**src/rtl/mc_wport_arbiter.sv**
```systemverilog
// Round-robin arbiter and write sequencer for the single write port of an MC_DFF31 register bank.
// A grant holds WE for SETTLE cycles, then pulses a one-hot ACK to the winning requester.
module mc_wport_arbiter #(
   parameter int unsigned N      = 4,
   parameter int unsigned WIDTH  = 8,
   parameter int unsigned AW     = 3,
   parameter int unsigned SETTLE = 2
) (
   input  logic                 i_clk,
   input  logic                 i_rst,
   input  logic [N-1:0]         i_req,
   input  logic [N*AW-1:0]      i_addr,
   input  logic [N*WIDTH-1:0]   i_wdata,
   output logic [N-1:0]         o_ack,
   output logic                 o_busy,
   output logic [$clog2(N)-1:0] o_gnt_id,
   output logic                 o_we,
   output logic [AW-1:0]        o_waddr,
   output logic [WIDTH-1:0]     o_wd
);

   localparam int unsigned IW  = $clog2(N);
   localparam int unsigned IWP = IW + 1;
   localparam int unsigned CW  = (SETTLE > 1) ? $clog2(SETTLE) : 1;

   typedef enum logic [1:0] {
      StIdle,
      StWrite,
      StDone
   } state_e;

   state_e           r_state;
   logic [IW-1:0]    r_ptr;
   logic [CW-1:0]    r_cnt;
   logic             r_we;
   logic [AW-1:0]    r_waddr;
   logic [WIDTH-1:0] r_wd;
   logic [N-1:0]     r_ack;
   logic [IW-1:0]    r_gnt_id;
   logic             r_busy;

   state_e           w_state_nxt;
   logic [IW-1:0]    w_ptr_nxt;
   logic [CW-1:0]    w_cnt_nxt;
   logic             w_we_nxt;
   logic [AW-1:0]    w_waddr_nxt;
   logic [WIDTH-1:0] w_wd_nxt;
   logic [N-1:0]     w_ack_nxt;
   logic [IW-1:0]    w_gnt_id_nxt;
   logic             w_busy_nxt;

   logic [AW-1:0]    w_addr_arr [N];
   logic [WIDTH-1:0] w_data_arr [N];

   logic [IW:0]      w_sum;
   logic [IW-1:0]    w_idx;
   logic             w_found;
   logic [IW-1:0]    w_winner;

   always_comb begin
      for (int i = 0; i < N; i++) begin
         w_addr_arr[i] = i_addr[i*AW +: AW];
         w_data_arr[i] = i_wdata[i*WIDTH +: WIDTH];
      end
   end

   // Scan PTR, PTR+1, ... modulo N; the first requester found wins.
   always_comb begin
      w_found  = 1'b0;
      w_winner = '0;
      w_sum    = '0;
      w_idx    = '0;
      for (int unsigned k = 0; k < N; k++) begin
         w_sum = {1'b0, r_ptr} + IWP'(k);
         if (w_sum >= IWP'(N)) begin
            w_sum = w_sum - IWP'(N);
         end
         w_idx = w_sum[IW-1:0];
         if (!w_found && i_req[w_idx]) begin
            w_found  = 1'b1;
            w_winner = w_idx;
         end
      end
   end

   always_comb begin
      w_state_nxt  = r_state;
      w_ptr_nxt    = r_ptr;
      w_cnt_nxt    = r_cnt;
      w_we_nxt     = r_we;
      w_waddr_nxt  = r_waddr;
      w_wd_nxt     = r_wd;
      w_ack_nxt    = '0;
      w_gnt_id_nxt = r_gnt_id;
      w_busy_nxt   = r_busy;
      unique case (r_state)
         StIdle: begin
            w_we_nxt   = 1'b0;
            w_busy_nxt = 1'b0;
            if (w_found) begin
               w_waddr_nxt  = w_addr_arr[w_winner];
               w_wd_nxt     = w_data_arr[w_winner];
               w_gnt_id_nxt = w_winner;
               w_cnt_nxt    = CW'(SETTLE - 1);
               w_we_nxt     = 1'b1;
               w_busy_nxt   = 1'b1;
               w_state_nxt  = StWrite;
            end
         end
         StWrite: begin
            if (r_cnt == '0) begin
               w_we_nxt            = 1'b0;
               w_ack_nxt[r_gnt_id] = 1'b1;
               w_state_nxt         = StDone;
            end else begin
               w_cnt_nxt = r_cnt - 1'b1;
            end
         end
         StDone: begin
            w_ptr_nxt   = (r_gnt_id == IW'(N - 1)) ? '0 : r_gnt_id + 1'b1;
            w_busy_nxt  = 1'b0;
            w_state_nxt = StIdle;
         end
         default: begin
            w_we_nxt    = 1'b0;
            w_busy_nxt  = 1'b0;
            w_state_nxt = StIdle;
         end
      endcase
   end

   // Reset abandons any write in flight without advancing the pointer.
   always_ff @(posedge i_clk) begin
      if (i_rst) begin
         r_state  <= StIdle;
         r_ptr    <= '0;
         r_cnt    <= '0;
         r_we     <= 1'b0;
         r_waddr  <= '0;
         r_wd     <= '0;
         r_ack    <= '0;
         r_gnt_id <= '0;
         r_busy   <= 1'b0;
      end else begin
         r_state  <= w_state_nxt;
         r_ptr    <= w_ptr_nxt;
         r_cnt    <= w_cnt_nxt;
         r_we     <= w_we_nxt;
         r_waddr  <= w_waddr_nxt;
         r_wd     <= w_wd_nxt;
         r_ack    <= w_ack_nxt;
         r_gnt_id <= w_gnt_id_nxt;
         r_busy   <= w_busy_nxt;
      end
   end

   assign o_ack    = r_ack;
   assign o_busy   = r_busy;
   assign o_gnt_id = r_gnt_id;
   assign o_we     = r_we;
   assign o_waddr  = r_waddr;
   assign o_wd     = r_wd;

endmodule

```
**config.mk**
```make
export PLATFORM = sky130hd
export DESIGN_NAME = mc_wport_arbiter
export DESIGN_NICKNAME = d
export VERILOG_FILES = /design/src/rtl/mc_wport_arbiter.sv
export SDC_FILE = /design/constraint.sdc
export NUM_CORES = 1
export LEC_CHECK = 0
export BUFFER_PORTS_ARGS = -buffer_cell sky130_fd_sc_hd__buf_2
export CORE_MARGIN = 4
export CORE_UTILIZATION = 40
export CTS_CLUSTER_SIZE = 40
export DETAILED_ROUTE_END_ITERATION = 8
export PLACE_DENSITY_LB_ADDON = 0.15
export SLEW_MARGIN = 0
export SYNTH_ARGS = -nofsm -noshare
export SYNTH_HDL_FRONTEND = slang
export SYNTH_SLANG_ARGS = --single-unit
```
**constraint.sdc**
```tcl
create_clock -name i_clk -period 1.5 [get_ports i_clk]
set_input_delay 0.15 -clock i_clk [delete_from_list [all_inputs] [get_ports i_clk]]
set_output_delay 0.15 -clock i_clk [all_outputs]
set_load 0.05 [all_outputs]
```
==> results of run 1 <==
-- final cells by class --
| cell class | instances | area [um^2] |
|---|---|---|
| timing repair buffer | 82 | 531 |
| clock buffer | 3 | 22.5 |
| sequential | 24 | 483 |
| clock inverter | 1 | 30.0 |
| tap | 44 | 55.1 |
| fill | 261 | 1100 |
| inverter | 7 | 26.3 |
| multi-input combinational | 93 | 906 |
-- synth_stat cells, types with 2 or more instances --
library cell | number | area [um^2]
sky130_fd_sc_hd__o221ai_2 | 11 | 165
sky130_fd_sc_hd__buf_8 | 2 | 30.0
sky130_fd_sc_hd__mux2i_1 | 24 | 240
sky130_fd_sc_hd__a21oi_1 | 6 | 30.0
sky130_fd_sc_hd__inv_1 | 7 | 26.3
sky130_fd_sc_hd__nand2_1 | 11 | 41.3
sky130_fd_sc_hd__buf_6 | 2 | 22.5
sky130_fd_sc_hd__dfxtp_1 | 24 | 480
sky130_fd_sc_hd__a21oi_2 | 2 | 17.5
sky130_fd_sc_hd__nand2b_1 | 2 | 12.5
sky130_fd_sc_hd__nor2b_1 | 2 | 12.5
sky130_fd_sc_hd__and2_1 | 5 | 31.3
sky130_fd_sc_hd__clkbuf_8 | 2 | 27.5
sky130_fd_sc_hd__ha_1 | 4 | 50.1
sky130_fd_sc_hd__nor2_1 | 10 | 37.5
-- state kept, by name (all words and copies together) (netlist names) --
register,cells
o_busy,1
o_waddr,3
r_state,2
o_ack,4
o_wd,8
o_gnt_id,2
r_ptr,2
r_cnt,1
o_we,1
-- through the flow --
step	power [mW]	utilization [%]	std cells	setup TNS [ps]	hold WS (ps)
2_1_floorplan	1.24	-	129	0	346
3_3_place_gp	1.42	57.4	245	0	440
4_1_cts	1.91	59.1	249	0	102
3_5_place_dp	1.44	57.4	245	0	447
6_report	1.99	65.1	254	0	111
5_1_grt	2.09	65.1	254	-500	106
-- kinds of logic (layout without fill, tap and decap cells) --
group,Yosys count,count (layout),share of synthesized area (%)
flops,24,24,35.1
simple gates,38,39,15.6
mux,24,24,17.5
fa+ha+maj,4,4,3.65
compound gates,26,26,20.4
buf+inv,13,93,7.76
-- worst max path at each step --
stage	from	to	slack [ps]	cells past startpoint
floorplan	r_ptr[1]	o_wd[0]	60	6
global placement	i_req[0]	o_wd[2]	60	7
detailed placement	i_req[2]	o_wd[7]	9	6
CTS	r_ptr[1]	o_wd[7]	6	6
global route	r_ptr[1]	o_wd[0]	-70	6
finish	r_ptr[0]	o_wd[0]	10	6
-- power groups by stage --
stage	sequential (mW)	combinational (mW)	clock (mW)
6_report	0.743	0.777	0.467
5_1_grt	0.755	0.828	0.510
4_1_cts	0.742	0.686	0.482
3_5_place_dp	0.756	0.686	0
3_3_place_gp	0.755	0.668	0
2_1_floorplan	0.953	0.287	0
-- repair_timing --
action                                  CTS  global route
resized for setup                         0            22
buffers inserted                          0             2
endpoints found under the setup margin    0            11
-- worst max-delay path: stages, from the launching register on --
cell and delay [ps]:
sky130_fd_sc_hd__dfxtp_2 350, sky130_fd_sc_hd__inv_2 50, sky130_fd_sc_hd__a22o_1 230, sky130_fd_sc_hd__a221oi_4 270, sky130_fd_sc_hd__buf_4 160, sky130_fd_sc_hd__nand2b_4 200
sky130_fd_sc_hd__o221ai_2 120
-- per-layer routing --
| layer | GRT usage (%) | share of wire [%] | up-vias |
|---|---|---|---|
| li1 | - | - | 628 |
| met1 | 18.0 | 40 | 556 |
| met2 | 25.5 | 49 | 55 |
| met3 | 4.89 | 9.2 | 7 |
| met4 | 5.08 | 1.5 | 0 |
| met5 | 0 | 0 | - |
==> run summary, run 1 <==
Yosys printed 0 warnings. The startpoint identified for the worst register-to-register timing path is r_ptr[0]. The number of nets in the synthesized netlist is between 150 and 200. The flow ran to the end, and the final reports show no timing, DRC or antenna violations. The instance count along the most critical hold path is 3. The flip-flop and latch count after synthesis is 24. The category of the worst setup path launch point is a flop. The floorplan die height came out at 66.5 um. The total die area came out at 4430 um^2. The final weighted congestion in routability-driven placement came out at roughly 0.83. CTS saw 24 sinks. The number of enable flip-flop cells after synthesis came out at 0.

The number of cells on the worst reg-to-reg path is 6. For the worst-skew pair, the clock arrives at the later sink with an insertion delay of approximately 320 ps. Of the total power, the share spent switching nets is between 30% and 40%. The path type of the worst min-delay path is input pin to flop.

Setup repair after global routing could not meet its margin everywhere. The fraction of the cycle the final worst path needs came out at between 90% and 100%. The sink of the worst hold path is o_waddr[1]. The number of vias per cell is roughly 5. The startpoint identified for the worst hold timing path is i_addr[4]. The share of total power in combinational logic came out at about two fifths.

The worst path setup slack after routing is roughly 13 ps. Detailed placement finished with a half-perimeter wire length of approximately 2600 um. The initial standard-cell utilization of the core came out at a little over two fifths. The worst register-to-register path ends at o_wd[0].

The worst relative slew slack came out at approximately four fifths. Yosys mapped the design onto 30 distinct sky130hd cell types. The final max-slew violation count came out at 0. The total setup violations reported at the end of the flow is 0.

The number of global-route vias before repair was around 1200. The async set or reset register ratio after synthesis came out at 0%. The number of nets in the final layout came out at approximately 270. For the worst setup path, the data required time is 1710 ps.

By startpoint and endpoint, the worst setup path is classified as flop to flop. The maximum clock frequency came out at 673 MHz. The worst setup path is captured at a flop. The starting DRC count in detailed routing came out at 36.

The initial antenna violation count is 0. CTS built an H-tree with a depth of 1. Relative to the synthesized area, the layout overhead comes to 49.9%. In this run the register-to-register setup slack is roughly 13 ps. After clock tree synthesis, the clock-pin slew on the worst setup and hold paths is about 130 ps.

The power density over the cells came out at slightly below 1000 nW/um^2. The most used flip-flop cell after synthesis is sky130_fd_sc_hd__dfxtp_1. The tree is rooted in a sky130_fd_sc_hd__clkbuf_4. Counting I/O delays and the setup requirement, the final critical path takes between 1000 and 1500 ps. The number of inserted diodes came out at 0.

The post-detailed-route DRC marker count is 0. STA puts the critical path data arrival time at 1700 ps. The leading cell type in the layout, fill and taps excluded is sky130_fd_sc_hd__buf_2. The post-detailed-routing wire length came out at around 3600 um. The core footprint came out at roughly 3200 um^2. The overall overflow remaining after global route came out at 0.

The total vias in the final route is about 1200. For this design the total switching power over the nets is between 0.6 and 0.7 mW. The first-pass GRT wire length is approximately 5200 um. The clock network fraction of total power came out at 23.5%.

The first-pass iteration count of the detailed router is 4. The internal power summed over all cells came out at 1.29 mW. A synthesized cell averages roughly 11 um^2.

The cell area after technology mapping came out at about 1400 um^2. The portion of the post-synthesis area used by sequential elements came out at a little over a third. The gate count after technology mapping is 129.

The static leakage is approximately 0.94 nW. Of all nets on the critical path, the largest fanout is 6. The final number of hold-violating endpoints is 0. The sequential group share of total power came out at 37.4%. The total clock buffers created by CTS is 3. In this run the remaining antenna-violating nets after routing total 0. The clock skew came out at 2.88 ps.

In the layout the commonest cells are 68 x sky130_fd_sc_hd__buf_2, 22 x sky130_fd_sc_hd__dfxtp_1, 16 x sky130_fd_sc_hd__mux2i_1, 11 x sky130_fd_sc_hd__nand2_1. The placed instance area is 1810 um^2. The width of the die is between 60 and 70 um. Entering global routing, the biggest net connects 17 pins. Dividing the detail-routed wire length by the instance count gives 14.0 um. The slew of the pin with the lowest slew margin is 269 ps. The number of buffer cells added on primary ports came out at just under 70. The clock tree buffer depth came out at 2. The peak supply drop is a little under 0.6 mV.

The proportion of layout cells with a drive suffix above 1 is 57.6%. The final design instance area without fill is approximately 2100 um^2. The number of maximum-capacitance violations came out at 0.

TritonCTS built the clock tree. The global-route total usage across every layer is between 10% and 20%. The initialized floorplan defines 20 standard-cell rows. The worst-case setup slack after placement came out at 9.40 ps.

The number of hold-repair buffers added at the cts stage is 0. The I/O pin count is 69.
Note: power is estimated with default switching activity, not from simulation.
==> inputs of run 2 (changes only) <==
--- a/config.mk
+++ b/config.mk
@@ -10,7 +10,7 @@
 export CORE_UTILIZATION = 40
 export CTS_CLUSTER_SIZE = 40
 export DETAILED_ROUTE_END_ITERATION = 8
-export PLACE_DENSITY_LB_ADDON = 0.15
+export PLACE_DENSITY = 0.8
 export SLEW_MARGIN = 0
 export SYNTH_ARGS = -nofsm -noshare
 export SYNTH_HDL_FRONTEND = slang
==> run 2 against run 1 <==
Against the previous run: clock-buffer cell count is the same; largest cell class unchanged; sequential share of layout area grew 2.1 points; critical endpoint is now o_waddr[1]; clock skew hardly changed; core utilization shrank 5.5 points; sequential power is 0.5% higher; design area is 8.5% lower.
==> run summary, run 2 (synthesis gave the netlist of run 1 again) <==
The I/O pin count is 69 (unchanged). The run finished with clean final reports. The number of routed nets with antenna violations came out at 0 (unchanged).

The critical path buffer and inverter count came to 3 (+1). The clock latency at the later pin of the worst-skew pair is 310 ps (about the same). The final design instance area without fill is 1880 um^2 (-8.5%).

Leaving out fill and tap cells, the most frequent cell in the layout is sky130_fd_sc_hd__buf_2. The count of placed standard cells in the final layout, fillers left out came out at 251 (-1.2%). The final number of hold-violating endpoints came to 0 (unchanged). The initial standard-cell utilization of the core is 43.5% (unchanged). The worst relative slew slack is 83.5% (+1.7 points). The cell count after placement is 246 (+0.41%).

The number of inserted diodes came to 0 (unchanged). The final max-slew violation count came out at 0 (unchanged). The total number of H-tree levels was 1 (unchanged). The overall overflow remaining after global route is 0 (unchanged). The worst-case setup slack after placement was 28.1 ps (+18.7 ps).

The clock edge transition at the registers on the reported setup and hold paths came out at 140 ps (about the same). The number of buffer cells added on primary ports is 68 (unchanged). The maximum clock frequency came out at 688 MHz (+2.3%). The mean routed wirelength per cell came to 12.3 um (-12%). The slew of the pin with the lowest slew margin came to 244 ps (-24.9 ps). Tracing the worst setup path back leads to its startpoint at r_ptr[0].

The slack of the worst reg-to-reg path is 50 ps (+30 ps). The maximum fanout along the worst path is 11 (+5). The placed instance area came out at 1810 um^2 (-0.28%). The width of the die came to 66.5 um (unchanged). The row count came out at 20 (unchanged). The TritonCTS clock tree is done. The buffer cell driving the clock tree root is sky130_fd_sc_hd__clkbuf_4.

The endpoint of the lowest-slack register-to-register path is o_waddr[1]. The flip-flop count of the largest register after layout is 8 (unchanged). The data arrival time of the critical path is 1700 ps (about the same). The number of vias per cell came out at 4.78 (-2.6%). Following the worst setup path forward leads to its endpoint at o_waddr[1].

The path length in cells of the critical path was 7 (+1). The number of maximum-capacitance violations came out at 0 (unchanged). The post-detailed-routing wire length came out at 3080 um (-13%).

The final weighted congestion in routability-driven placement came out at 0.691 (-17%). The proportion of layout cells with a drive suffix above 1 is 52.7% (-5.0 points). The number of nets in the final layout is 262 (-1.1%). The total setup violations reported at the end of the flow came out at 0 (unchanged).

The initial antenna violation count is 0 (unchanged). The final HPWL from detailed placement is 2490 um (-5.2%). On the critical path, the stage with the largest delay is an instance of sky130_fd_sc_hd__dfxtp_2. The peak supply drop is 0.520 mV (-11%). The startpoint identified for the worst register-to-register timing path is r_ptr[0]. The total vias in the final route is 1199 (-3.8%). STA classifies the critical path endpoint as a flop. The number of global-route vias before repair is 1153 (-4.8%). Among cell families on the critical path, the largest total delay comes from compound AO/OA/AOI/OAI gates. The final period demand of the worst path is 1450 ps (-34.1 ps). The count of clock tree sinks came out at 24 (unchanged).

Setup repair after global routing could not meet its margin everywhere. The worst setup path is launched from a flop. The fraction of the cycle the final worst path needs is 96.8% (-2.3 points). In the layout the commonest cells are 68 x sky130_fd_sc_hd__buf_2, 23 x sky130_fd_sc_hd__dfxtp_1, 22 x sky130_fd_sc_hd__mux2i_1, 11 x sky130_fd_sc_hd__nand2_1, 11 x sky130_fd_sc_hd__o221ai_2.

The area growth from synthesis to layout is 37.2%. The post-detailed-route DRC marker count came to 0 (unchanged). The clock skew came out at 3.10 ps (+0.223 ps).

The static leakage is 0.890 nW (-4.8%). The first-pass GRT wire length is 5050 um (-2.3%). The total die area was 4430 um^2 (unchanged). The first-pass iteration count of the detailed router came out at 4 (unchanged). The largest net degree at the start of global routing came out at 15 (-2). The global-route total usage across every layer came out at 14.2% (-0.99 points).

The starting DRC count in detailed routing came to 41 (+14%). The core footprint was 3150 um^2 (unchanged). The clock tree buffer depth came out at 2 (unchanged). The startpoint identified for the worst hold timing path is i_addr[4]. The worst setup path is of the flop to flop kind. The worst path setup slack after routing came out at 47.5 ps (+34.1 ps).

The critical path goes through inv_2 -> a22o_1 -> a221oi_2 -> buf_4 -> nand2_4 -> buf_12 -> o221ai_2. The total clock buffers created by CTS came out at 3 (unchanged). The largest stage delay on the critical path was 360 ps (about the same). The data required time of the worst path is 1750 ps (+40 ps).

The share of the core filled with cells is 59.6% (-5.5 points). The power density over the cells is 1000 nW/um^2 (+3.7%). The path type of the worst min-delay path is input pin to flop. The cell depth of the worst flop-to-flop path is 7 (+1). The floorplan die height came to 66.5 um (unchanged). The number of hold-repair buffers added at the cts stage is 0 (unchanged).
[run 2: changes by cell type in the layout (fill, tap and decap cells not counted), sizes merged]
cell	previous run	this run
clkbuf	5	3
nand2b	4	3
[run 2: per-stage QoR]
step | setup TNS [ps] | power, mW | hold slack (ps)
after floorplan | 0 | 1.24 | 346
after global placement | 0 | 1.42 | 436
after detailed placement | 0 | 1.43 | 440
after CTS | 0 | 1.89 | 111
after global routing | -954 | 2.00 | 110
final | 0 | 1.89 | 115
[run 2: per-layer routing]
layer / share of wire [%] / global-route usage, % / vias to the layer above
met5: 0 / 0 / -
met4: 0.32 / 1.52 / 0
met3: 11 / 4.05 / 2
met2: 49 / 25.8 / 46
met1: 40 / 16.8 / 535
li1: - / - / 616
[run 2: worst min path at each step]
stage / to / slack [ps] / cells after the start
CTS: o_waddr[1] / 110 / 3
global route: o_waddr[1] / 110 / 3
floorplan: o_waddr[1] / 350 / 2
detailed placement: o_waddr[1] / 440 / 2
global placement: o_busy / 440 / 2
finish: o_waddr[1] / 120 / 3
[run 2: what timing repair did]
action,4_1_cts,5_1_grt
setup buffers,0,1
gates resized for setup,0,5
setup endpoints to repair,0,11
[run 2: power by group]
part | switching (mW) | internal [mW] | total, mW
sequential | 0.0419 | 0.705 | 0.747
combinational | 0.411 | 0.263 | 0.674
clock | 0.196 | 0.270 | 0.466
total | 0.649 | 1.24 | 1.89
[run 2: area by class of cell]
cell class	count	area, um^2
fill	286	1270
multi-input combinational	92	796
sequential	24	482
timing repair buffer	80	468
tap	44	55.1
clock inverter	1	30.0
inverter	7	26.3
clock buffer	3	22.5
[run 2: worst reg2reg max path, cell delays in order (launching register included)]
cell	delay (ps)
sky130_fd_sc_hd__dfxtp_2	360
sky130_fd_sc_hd__inv_2	40
sky130_fd_sc_hd__a22o_1	210
sky130_fd_sc_hd__a221oi_2	270
sky130_fd_sc_hd__buf_4	180
sky130_fd_sc_hd__nand2_4	50
sky130_fd_sc_hd__buf_12	150
sky130_fd_sc_hd__o221ai_2	140
